<file path="config.mk">
export PLATFORM = sky130hd
export DESIGN_NAME = phase_sequencer
export DESIGN_NICKNAME = d
export VERILOG_FILES = /design/src/rtl/cpu_ctrl_pkg.sv /design/src/rtl/phase_next_sel.sv /design/src/rtl/phase_sequencer.sv
export SDC_FILE = /design/constraint.sdc
export NUM_CORES = 1
export LEC_CHECK = 0
export BUFFER_PORTS_ARGS = -buffer_cell sky130_fd_sc_hd__buf_4
export CAP_MARGIN = 20
export CELL_PAD_IN_SITES_DETAIL_PLACEMENT = 1
export CELL_PAD_IN_SITES_GLOBAL_PLACEMENT = 2
export CORE_MARGIN = 4
export CORE_UTILIZATION = 33
export DETAILED_ROUTE_END_ITERATION = 8
export GPL_TIMING_DRIVEN = 1
export HOLD_SLACK_MARGIN = 0.15
export PLACE_DENSITY = 0.78
export SYNTH_ARGS = -nofsm -noshare
export SYNTH_HDL_FRONTEND = slang
export SYNTH_SLANG_ARGS = --single-unit
</file>
<file path="constraint.sdc">
create_clock -name clk -period 2.5 [get_ports clk]
set_input_delay 0.5 -clock clk [delete_from_list [all_inputs] [get_ports clk]]
set_output_delay 0.5 -clock clk [all_outputs]
set_load 0.02 [all_outputs]
</file>
<file path="src/rtl/cpu_ctrl_pkg.sv">
// Shared definitions for the multicycle instruction control path:
// sequencer state encoding, default phase indices and a ceil-log2 helper.
package cpu_ctrl_pkg;

    typedef enum logic [1:0] {
        ST_IDLE = 2'd0,
        ST_RUN  = 2'd1,
        ST_GAP  = 2'd2
    } seq_state_t;

    localparam int PH_FETCH     = 0;
    localparam int PH_DECODE    = 1;
    localparam int PH_EXECUTE   = 2;
    localparam int PH_MEMORY    = 3;
    localparam int PH_WRITEBACK = 4;

    // Ceiling log2, never less than 1 so it can size a bus directly.
    function automatic int clog2(input int n);
        int r;
        int v;
        r = 0;
        v = n - 1;
        while (v > 0) begin
            r = r + 1;
            v = v >> 1;
        end
        return (r < 1) ? 1 : r;
    endfunction

endpackage

</file>
<file path="src/rtl/phase_next_sel.sv">
// Combinational priority search: lowest phase index strictly above i_cur
// whose skip bit is clear. o_valid=0 means i_cur was the last phase.
module phase_next_sel
    import cpu_ctrl_pkg::*;
#(
    parameter int NPHASE = 5,
    parameter int IDX_W  = 3
) (
    input  logic [IDX_W-1:0]  i_cur,
    input  logic [NPHASE-1:0] i_skip,
    output logic              o_valid,
    output logic [IDX_W-1:0]  o_idx
);

    // Walk downwards so the lowest qualifying index is the one left standing.
    always_comb begin
        o_valid = 1'b0;
        o_idx   = '0;
        for (int q = NPHASE - 1; q >= 0; q--) begin
            if ((q > int'(i_cur)) && !i_skip[q]) begin
                o_valid = 1'b1;
                o_idx   = IDX_W'(q);
            end
        end
    end

endmodule

</file>
<file path="src/rtl/phase_sequencer.sv">
// Multicycle instruction phase sequencer. Steps one-hot phase enables with a
// per-phase ready handshake, skips phases chosen at decode, inserts a dead gap
// between instructions, supports halt/start and counts retired instructions.
module phase_sequencer
    import cpu_ctrl_pkg::*;
#(
    parameter int NPHASE     = 5,
    parameter int DEC_IDX    = 1,
    parameter int GAP_CYCLES = 1,
    parameter int AUTO_START = 1,
    parameter int CNT_W      = 16,
    localparam int IDX_W     = clog2(NPHASE)
) (
    input  logic              clk,
    input  logic              reset,
    input  logic              start,
    input  logic              halt_req,
    input  logic [NPHASE-1:0] phase_ready,
    input  logic [NPHASE-1:0] skip_mask,
    output logic [NPHASE-1:0] phase_onehot,
    output logic [IDX_W-1:0]  phase_idx,
    output logic              phase_first,
    output logic              instr_done,
    output logic              halted,
    output logic [CNT_W-1:0]  instr_count
);

    // Illegal parameter combinations stop elaboration.
    if (NPHASE < 2) begin : g_err_nphase
        $error("phase_sequencer: NPHASE must be at least 2");
    end
    if ((DEC_IDX < 0) || (DEC_IDX >= NPHASE - 1)) begin : g_err_dec
        $error("phase_sequencer: DEC_IDX must be in 0..NPHASE-2");
    end
    if ((GAP_CYCLES < 0) || (GAP_CYCLES > 15)) begin : g_err_gap
        $error("phase_sequencer: GAP_CYCLES must be in 0..15");
    end
    if ((AUTO_START != 0) && (AUTO_START != 1)) begin : g_err_auto
        $error("phase_sequencer: AUTO_START must be 0 or 1");
    end
    if (CNT_W < 1) begin : g_err_cnt
        $error("phase_sequencer: CNT_W must be at least 1");
    end

    localparam seq_state_t        RST_STATE  = (AUTO_START != 0) ? ST_RUN : ST_IDLE;
    localparam logic [NPHASE-1:0] ONEHOT_P0  = NPHASE'(1);
    localparam logic [NPHASE-1:0] RST_ONEHOT = (AUTO_START != 0) ? ONEHOT_P0 : '0;
    localparam logic              RST_FIRST  = (AUTO_START != 0);
    localparam logic [IDX_W-1:0]  DEC_PH     = IDX_W'(DEC_IDX);
    localparam logic [3:0]        GAP_LOAD   = (GAP_CYCLES > 0) ? 4'(GAP_CYCLES - 1) : 4'd0;

    seq_state_t        r_state, r_state_next;
    logic [IDX_W-1:0]  r_phase, r_phase_next;
    logic [NPHASE-1:0] r_onehot, r_onehot_next;
    logic              r_first, r_first_next;
    logic              r_done, r_done_next;
    logic              r_halted, r_halted_next;
    logic [CNT_W-1:0]  r_count, r_count_next;
    logic [NPHASE-1:0] r_skip, r_skip_next;
    logic [3:0]        r_gap, r_gap_next;

    logic [NPHASE-1:0] w_keep;
    logic [NPHASE-1:0] w_eff_skip;
    logic              w_nxt_valid;
    logic [IDX_W-1:0]  w_nxt_idx;

    // Only skip bits above the decode phase may take effect.
    for (genvar gi = 0; gi < NPHASE; gi++) begin : g_keep
        assign w_keep[gi] = (gi > DEC_IDX);
    end

    // Effective skip set: live mask while leaving decode, latched copy after it.
    always_comb begin
        w_eff_skip = '0;
        if (r_phase == DEC_PH) begin
            w_eff_skip = skip_mask & w_keep;
        end else if (r_phase > DEC_PH) begin
            w_eff_skip = r_skip;
        end
    end

    phase_next_sel #(
        .NPHASE (NPHASE),
        .IDX_W  (IDX_W)
    ) u_next_sel (
        .i_cur   (r_phase),
        .i_skip  (w_eff_skip),
        .o_valid (w_nxt_valid),
        .o_idx   (w_nxt_idx)
    );

    // Next-state and next-output logic; every output is taken from a register.
    always_comb begin
        r_state_next  = r_state;
        r_phase_next  = r_phase;
        r_onehot_next = r_onehot;
        r_first_next  = 1'b0;
        r_done_next   = 1'b0;
        r_count_next  = r_count;
        r_skip_next   = r_skip;
        r_gap_next    = r_gap;

        case (r_state)
            ST_IDLE: begin
                // Halt wins when both are requested.
                if (start && !halt_req) begin
                    r_state_next  = ST_RUN;
                    r_phase_next  = '0;
                    r_onehot_next = ONEHOT_P0;
                    r_first_next  = 1'b1;
                    r_skip_next   = '0;
                end
            end

            ST_RUN: begin
                if (phase_ready[r_phase]) begin
                    if (r_phase == DEC_PH) begin
                        r_skip_next = w_eff_skip;
                    end
                    if (w_nxt_valid) begin
                        r_phase_next  = w_nxt_idx;
                        r_onehot_next = ONEHOT_P0 << w_nxt_idx;
                        r_first_next  = 1'b1;
                    end else begin
                        // Instruction boundary: retire, then halt, gap or refetch.
                        r_done_next   = 1'b1;
                        r_count_next  = r_count + CNT_W'(1);
                        r_phase_next  = '0;
                        r_onehot_next = '0;
                        if (halt_req) begin
                            r_state_next = ST_IDLE;
                        end else if (GAP_CYCLES > 0) begin
                            r_state_next = ST_GAP;
                            r_gap_next   = GAP_LOAD;
                        end else begin
                            r_onehot_next = ONEHOT_P0;
                            r_first_next  = 1'b1;
                            r_skip_next   = '0;
                        end
                    end
                end
            end

            ST_GAP: begin
                if (r_gap == 4'd0) begin
                    r_state_next  = ST_RUN;
                    r_phase_next  = '0;
                    r_onehot_next = ONEHOT_P0;
                    r_first_next  = 1'b1;
                    r_skip_next   = '0;
                end else begin
                    r_gap_next = r_gap - 4'd1;
                end
            end

            default: begin
                r_state_next  = ST_IDLE;
                r_phase_next  = '0;
                r_onehot_next = '0;
            end
        endcase

        r_halted_next = (r_state_next == ST_IDLE);
    end

    // State and output registers; reset abandons any in-flight instruction.
    always_ff @(posedge clk or posedge reset) begin
        if (reset) begin
            r_state  <= RST_STATE;
            r_phase  <= '0;
            r_onehot <= RST_ONEHOT;
            r_first  <= RST_FIRST;
            r_done   <= 1'b0;
            r_halted <= (AUTO_START == 0);
            r_count  <= '0;
            r_skip   <= '0;
            r_gap    <= 4'd0;
        end else begin
            r_state  <= r_state_next;
            r_phase  <= r_phase_next;
            r_onehot <= r_onehot_next;
            r_first  <= r_first_next;
            r_done   <= r_done_next;
            r_halted <= r_halted_next;
            r_count  <= r_count_next;
            r_skip   <= r_skip_next;
            r_gap    <= r_gap_next;
        end
    end

    assign phase_onehot = r_onehot;
    assign phase_idx    = r_phase;
    assign phase_first  = r_first;
    assign instr_done   = r_done;
    assign halted       = r_halted;
    assign instr_count  = r_count;

endmodule

</file>
# --- Yosys cells after proc, flatten, opt, wreduce, memory -nomap -nowiden ---
# Cells that the tools add are included.
classes:
  multipliers: 0
  n_mux: 46
  order_cmp: 6
  reduce_logical: 19
  bitwise: 1
  n_addsub: 2
  n_shift: 1
  n_div: 0
  n_eq_ne: 10
ops:
  columns: ["op", "n"]
  rows:
  - ["5-bit two-way mux", 10]
  - ["5-bit one-hot mux with 3 select lines", 2]
  - ["3-bit two-way mux", 8]
  - ["16-bit by 1-bit adder with 16-bit output (second input constant)", 1]
  - ["4-bit two-way mux", 4]
  - ["2-bit inequality test (second input constant)", 7]
  - ["1-bit two-way mux", 12]
  - ["2-bit two-way mux", 5]
  - ["5-bit AND reduction", 2]
  - ["3-bit one-hot mux with 3 select lines", 1]
  - ["4-bit one-hot mux with 2 select lines", 1]
  - ["2-bit by 3-bit greater-than comparator with 1-bit output (first input constant)", 2]
  - ["2-bit one-hot mux with 3 select lines", 1]
  - ["3-bit AND reduction", 2]
  - ["1-bit logical AND", 5]
  - ["1-bit logical NOT", 5]
  - ["1-bit by 3-bit << shifter with 5-bit output (first input constant)", 1]
  - ["2-bit logical NOT", 2]
  - ["4-bit logical NOT", 1]
  - ["3-bit by 4-bit less-than comparator with 1-bit output (second input constant)", 1]
  - ["4-bit by 1-bit subtractor with 4-bit output (second input constant)", 1]
  - ["1-bit binary-select mux with 3-bit select", 1]
  - ["3-bit by 1-bit == test with 1-bit output (second input constant)", 1]
  - ["1-bit by 3-bit greater-than comparator with 1-bit output (first input constant)", 1]
  - ["other kinds (8)", 8]
totals:
  latchBits: 0
  mem_bits_ro: 0
  out_inout_bits: 27
  input_bits: 14
  reg_bits: 38
  ramBits: 0
  memories: 0
  word_cells: 94

# --- Longest topological paths before layout ---
# Gate-level depths: netlist of the first run.
logic_depth:
  depth_word: 13
  mapped_depth: 8
  mapped_depth_nobuf: 7

# --- By module ---
# Synthesis of the first run repeated with hierarchy kept, for this count alone.
hier_totals:
  hier_cells: 194
  hier_area_um2: 2005.7
by_module_without_submodules:
  columns: ["mod", "seq_area_each_um2", "cells_each", "area_per_inst_um2", "n_inst"]
  rows:
  - ["phase_sequencer", 954.7, 179, 1895.6, 1]
  - ["phase_next_sel", 0.0, 15, 110.1, 1]

# --- Worst setup path before layout of the first run ---
# Ideal clock, no wire load.
synth_path:
  path_type: "register to register"
  from: "register r_phase[0] (netlist: phase_idx[0])"
  to: "register r_count[12] (netlist: instr_count[12])"
  setup_ns: 0.130
  arrival_time_ns: 2.129
  synth_period_minus_slack_ns: 2.259
  path_stages_with_launch: 8
  slack_ns: 0.241
  n_path_buf: 2
  cell_sequence: "dfrtp_1 -> buf_4 -> a21oi_1 -> o41a_4 -> a211o_1 -> buf_6 -> or3_4 -> xnor2_2"
synth_via:
  elab_chain_len: 11
  word_cells_on_any_way: 24
  classes_between: "order compare: 5; eq/ne: 1; mux: 8; bitwise: 1; reduce/logical: 9"
synth_rtl:
  columns: ["element", "line", "text"]
  rows:
  - ["start: declaration", "phase_sequencer.sv:53", "logic [IDX_W-1:0] r_phase, r_phase_next;"]
  - ["start signal: assignment", "phase_sequencer.sv:180", "r_phase <= r_phase_next;"]
  - ["3-bit by 1-bit greater-than comparator with 1-bit output", "phase_sequencer.sv:77", "end else if (r_phase > DEC_PH) begin"]
  - ["5-bit two-way mux", "phase_sequencer.sv:77", null]
  - ["5-bit two-way mux", "phase_sequencer.sv:75", "if (r_phase == DEC_PH) begin"]
  - ["1-bit logical NOT", "phase_next_sel.sv:20", "if ((q > int'(i_cur)) && !i_skip[q]) begin"]
  - ["1-bit logical AND", "phase_next_sel.sv:20", null]
  - ["1-bit two-way mux (4 in series)", "phase_next_sel.sv:20", null]
  - ["1-bit NOT (no line)", null, null]
  - ["3-bit AND reduction (no line) (*)", null, null]
  - ["end signal: assignment", "phase_sequencer.sv:185", "r_count <= r_count_next;"]
  - ["end: declaration", "phase_sequencer.sv:58", "logic [CNT_W-1:0] r_count, r_count_next;"]
# Every way passes the cells marked *; elsewhere a longest branch is shown, timed or not. The select of a mux whose other input is x is not followed.
# A chain may end at the register's enable or synchronous reset.

# --- Final worst setup path of the first run ---
layout_path:
  from: "register r_gap[0]"
  to: "register r_phase[1] (netlist: phase_idx[1])"
layout_via:
  elab_chain_len: 3
layout_rtl:
  columns: ["element", "line", "text"]
  rows:
  - ["start: declaration", "phase_sequencer.sv:60", "logic [3:0] r_gap, r_gap_next;"]
  - ["start signal: assignment", "phase_sequencer.sv:187", "r_gap <= r_gap_next;"]
  - ["4-bit logical NOT", "phase_sequencer.sv:145", "if (r_gap == 4'd0) begin"]
  - ["2-bit inequality test (no line)", null, null]
  - ["3-bit AND reduction (no line)", null, null]
# No other way between the ends.

==> results.yml, run 1 <==
cells_and_area:
  fin_nets: 223
  fin_util_pct: 43.3
  insertedDiodeCount: 0
  multi_input_area_um2: 783
  syn2layout_area_growth_pct: 26.8
  final_layout_size_suffix_gt1_share_pct: 30.9
  n_fill_cell: 598
  final_cells: 277
  seq_area_um2: 880
sta:
  drv_slew: 0
  hold_viol: 0
  setup_viol: 0
  period_needed_ns: 2.29
  hold_ws_ns: 0.315
  fmax_ghz: 0.436
  clock_skew_ns: 0.00361
  worstMarginPinSlew_ns: 0.447
  grt_setup_unrepaired: "no"
  relSlewSlack_pct: 70.2
  timing.final.crit_share_pct: 91.7
  tns_ns: 0
critical_path:
  criticalPathCategory: "flop to flop"
  crit_path_end_kind: "flop"
  worst_setup_path_start_kind: "flop"
  cp.required_ns: 2.67
  path_max_fanout: 15
  crit_arrival_ns: 2.46
die:
  io_pins: 41
  initial_utilization_pct: 34.2
  fp-row-count: 26
  dieArea_um2: 6520
  die_w_um: 80.7
  core_um2: 5110
  die_h_um: 80.7
route:
  ant_nets: 0
  num_vias: 1391
  wire_per_inst_um: 15.3
  drc_errors: 0
  drtIter0Drc: 50
  drt-total-wl_um: 4230
  viasPerCell: 5.02
  drtPass1Iterations: 4
grt:
  grt-ovfl-total: 0
  antenna_found_initial: 0
  grt_usage_pct: 14.2
  grt_pass1_wl_um: 7070
  first_global_vias: 1517
  grt_max_degree: 36
cts:
  cts_tree: "yes"
  cts_sinks: 35
  root_buffer: "clkbuf_8"
  cts-hold-fix-buffers: 0
  h-tree-depth: 2
  cts_resized: 0
  cts_setup_buffers: 0
  clk_latency_ns: 0.28
  clk_pin_slew_worst_paths_ns: 0.07
  cts_buffers: 5
  clock_path_buffers: 2
logic_synthesis:
  synthTopCellsByArea: "dfrtp_1 (46%), xnor2_1 (6.0%), nand2_1 (4.9%)"
  netlist_instances: 163
  synth_ff_type: "dfrtp_1"
  synth_edf_count: 0
  synth_commonest_cells: "dfrtp_1 (32), nand2_1 (23), xnor2_1 (12)"
  yosysMostFrequentCell: "dfrtp_1"
  syn_area_per_cell_um2: 10.7
  synth_cell_types: 45
  netlist.area_leader.share_pct: 45.9
  yosys_warnings: 0
  syn-cell-area_um2: 1750
  synth_nets: 180
  yosysTopAreaCell: "dfrtp_1"
  seq_area_frac_synth_pct: 50.4
  synthArstFlopShare_pct: 100
  synth-seq-cells: 35
placement:
  portBuffers: 38
  gp_congestion: 0.867
  post-place-cells: 269
  hpwl_um: 3220
job:
  maxCapViolations: 0
power:
  p_per_area_nw_per_um2: 1140
  leakage_nw: 1.02
  ir_drop_mv: 0.363
  power_mw: 2.53
outcome:
  status: "finished clean"
hold_path:
  worstHoldPathType: "input pin to async pin"
==> power by group <==
| part | internal, mW | total [mW] | switching (mW) |
|---|---|---|---|
| registers | 0.746 | 0.923 | 0.177 |
| logic | 0.448 | 1.09 | 0.639 |
| clock network | 0.322 | 0.520 | 0.198 |
| total | 1.52 | 2.53 | 1.01 |
==> critical path, stage by stage (launching register included) <==
cell	delay, ns
dfrtp_1	0.41
inv_1	0.09
ha_1	0.14
or3b_2	0.45
and3b_1	0.23
a311o_2	0.49
o41ai_1	0.37
==> per-layer routing <==
| metal | track usage [%] | up-vias | share of wire, % |
|---|---|---|---|
| li1 | - | 656 | - |
| met1 | 17.2 | 683 | 44 |
| met2 | 23.6 | 42 | 49 |
| met3 | 3.70 | 10 | 5.6 |
| met4 | 6.42 | 0 | 1.7 |
| met5 | 0 | - | 0 |
==> sequential cells by signal (all words and copies together) (netlist names) <==
| signal | cells |
|---|---|
| halted | 1 |
| instr_count | 16 |
| instr_done | 1 |
| phase_first | 1 |
| phase_idx | 3 |
| phase_onehot | 5 |
| r_gap | 4 |
| r_skip | 2 |
| r_state | 2 |
==> through the flow <==
stage / area [um^2] / worst slack (ns)
finish: 2210 / 0.208
global route: 2210 / 0.0728
CTS: 2210 / 0.180
detailed placement: 2100 / 0.210
global placement: 2100 / 0.265
floorplan: 1750 / 0.241
==> kinds of logic after synthesis <==
group | after synthesis | synth area share [%]
AOI/OAI and AO/OA | 27 | 12.6
xor gates and xnor gates | 17 | 8.96
adders and majority gates | 3 | 2.15
buffers and inverters | 14 | 4.73
DFF | 35 | 50.4
muxes | 4 | 2.29
and+or+nand+nor | 63 | 18.9
==> worst paths after layout <==
kind	slack, ns	end	depth (start not counted)	from
setup / recovery	0.21	phase_idx[1]	6	r_gap[0]
hold / removal	0.32	r_gap[3]	3	reset
setup reg to reg	0.21	phase_idx[1]	6	r_gap[0]
hold reg to reg	0.47	instr_count[15]	1	instr_count[15]
max in group asynchronous	1.85	phase_first	3	reset
min in group clk	0.43	phase_onehot[2]	2	skip_mask[2]
==> final cells by class <==
| class | count | area share, % |
|---|---|---|
| Clock inverter | 2 | 1.58 |
| Multi-Input combinational cell | 114 | 35.4 |
| Timing Repair Buffer | 42 | 14.2 |
| Clock buffer | 6 | 3.73 |
| Tap cell | 70 | 3.96 |
| Inverter | 8 | 1.36 |
| Sequential cell | 35 | 39.7 |
==> placed cells by master (no fill, tap or decap), types with 2 or more instances in the layout <==
cell	n
a21oi_1	6
buf_4	42
clkbuf_8	6
dfrtp_1	32
dfstp_2	3
ha_1	3
inv_1	8
mux2i_1	4
nand2_1	23
nand3_1	4
nand4_1	6
nor2_1	9
nor2b_1	2
nor3_1	6
nor3b_1	2
o21ai_0	6
o22ai_1	2
o41ai_1	2
or3_4	2
xnor2_1	12
xor2_1	4
Note: power is estimated with default switching activity, not from simulation.
==> inputs of run 2 (changes only) <==
Settings changed: CAP_MARGIN 20 to 0, CORE_UTILIZATION 33 to 30, PLACE_DENSITY 0.78 to 0.75.
Clock period 2.5 ns to 2.05 ns, I/O delays scaled along.
==> run 2 against run 1 <==
Compared with the run above:
- sequential cell count unchanged
- via count is 3.4% higher
- critical endpoint is now instr_count[12]
- register-to-register slack got worse by 0.20 ns
==> results.yml, run 2 (synthesis results as in run 1) <==
cts:
  cts-hold-fix-buffers: 0
  clk_latency_ns: 0.28
  clk_pin_slew_worst_paths_ns: 0.07
  h-tree-depth: 2
  root_buffer: "clkbuf_8"
  clock_path_buffers: 2
  cts_tree: "yes"
  cts_buffers: 5
  cts_sinks: 35
route:
  wire_per_inst_um: 14.8
  ant_nets: 0
  num_vias: 1438
  viasPerCell: 4.81
  drtIter0Drc: 50
  drc_errors: 0
  drt-total-wl_um: 4420
  drtPass1Iterations: 4
critical_path:
  reg2reg_depth: 6
  criticalPathCategory: "flop to flop"
  worst_setup_path_start_kind: "flop"
  worstReg2RegStart: "phase_idx[1]"
  r2r_setup_slack_ns: 0.006
  crit_path_end_kind: "flop"
  crit_arrival_ns: 2.21
  cp.required_ns: 2.22
  path_max_fanout: 4
  r2r_end: "instr_count[12]"
cells_and_area:
  postLayoutCellArea_um2: 2450
  largest_register_ffs: 16
  fin_nets: 243
  final_layout_size_suffix_gt1_share_pct: 42.7
  final_cell_mix: "buf_4 (56), dfrtp_1 (30), nand2_1 (22), xnor2_1 (12), nor2_1 (9)"
  insertedDiodeCount: 0
  final_common_cell: "buf_4"
  final_cells: 299
  n_fill_cell: 636
  syn2layout_area_growth_pct: 40.1
die:
  dieArea_um2: 7100
  die_h_um: 84.3
  initial_utilization_pct: 31.3
  die_w_um: 84.3
  fp-row-count: 27
  io_pins: 41
  core_um2: 5570
sta:
  timing.final.crit_share_pct: 99.7
  worstMarginPinSlew_ns: 0.477
  setup_ws_ns: 0.00556
  relSlewSlack_pct: 67.9
  setup_viol: 0
  hold_viol: 0
  period_needed_ns: 2.04
  clock_skew_ns: 0.00792
  grt_setup_unrepaired: "yes"
  drv_slew: 0
  fmax_ghz: 0.489
placement:
  dpl-instance-area_um2: 2190
  gp_congestion: 0.812
  post-place-cells: 283
  preCtsSetupSlack_ns: -0.128
  portBuffers: 38
  hpwl_um: 3300
hold_path:
  worstHoldPathType: "input pin to async pin"
power:
  p_switching_mw: 1.36
  combPwrFrac_pct: 51.4
  pwr-share-seq_pct: 32.4
  p_sw_share_pct: 39.8
  leakage_nw: 1.16
  ir_drop_mv: 0.574
  clockPowerShare_pct: 16.2
  power_mw: 3.41
  p_int_mw: 2.05
  p_per_area_nw_per_um2: 1390
grt:
  grt-ovfl-total: 0
  antenna_found_initial: 0
  grt_usage_pct: 13.3
  grt_pass1_wl_um: 7620
  grt_max_degree: 36
  first_global_vias: 1598
outcome:
  status: "finished clean"
job:
  maxCapViolations: 0
-- run 2: cell types whose count changed in the layout (fill, tap and decap cells not counted), sizes merged --
| cell | delta |
|---|---|
| buf | +20 |
| bufinv | -1 |
| clkbuf | +1 |
| clkinv | -1 |
| clkinvlp | +1 |
-- run 2: critical path, stage by stage, from the launching register on --
cell and delay [ns]:
dfrtp_2 0.44, buf_6 0.13, mux2i_1 0.11, a211o_2 0.36, a211o_4 0.38, or3_4 0.38
xnor2_2 0.13
-- run 2: layout make-up --
cell class              count  area, um^2  share of cell area (%)
flip-flops and latches     35         882                    36.1
multi-input cells         114         852                    34.8
repair buffers             62         488                    19.9
clock buffers               7        96.3                    3.94
well taps                  72        90.1                    3.68
inverters                   8        30.0                    1.23
clock inverters             1        7.51                   0.307
-- run 2: power groups by stage --
stage | clock [mW] | combinational, mW | sequential [mW]
after floorplan | 0 | 0.893 | 1.20
after global placement | 0 | 1.48 | 1.11
after detailed placement | 0 | 1.54 | 1.13
after CTS | 0.580 | 1.72 | 1.11
after global routing | 0.611 | 1.92 | 1.14
final | 0.553 | 1.75 | 1.10
-- run 2: metal layers --
| metal | track usage [%] | up-vias | wire (um) |
|---|---|---|---|
| li1 | - | 696 | - |
| met3 | 3.43 | 2 | 230 |
| met2 | 24.5 | 33 | 2270 |
| met1 | 15.4 | 707 | 1910 |
| met4 | 3.07 | 0 | 14 |
| met5 | 0 | - | 0 |
-- run 2: how the worst max path moves through the flow --
stage | from | to | slack, ns | cells after the start
final | phase_idx[1] | instr_count[12] | 0.006 | 6
after global routing | phase_idx[1] | instr_count[4] | -0.06 | 7
after CTS | phase_idx[1] | instr_count[12] | -0.05 | 6
after detailed placement | r_gap[0] | phase_idx[1] | -0.13 | 6
after global placement | r_gap[0] | phase_idx[1] | -0.03 | 6
after floorplan | phase_idx[1] | instr_count[12] | -0.07 | 7
-- run 2: timing repair --
action	in CTS	in global routing
gates resized for setup	14	11
cloned	0	0
setup buffers	5	3
setup endpoints to repair	15	21
pin swaps	7	7
-- run 2: through the flow --
step	TNS (ns)	hold slack (ns)	utilization (%)
2_1_floorplan	-0.0665	0.466	-
3_3_place_gp	-0.0686	0.463	39.4
3_5_place_dp	-0.670	0.469	39.4
4_1_cts	-0.0483	0.243	43.0
5_1_grt	-0.145	0.276	43.9
6_report	0	0.229	43.9
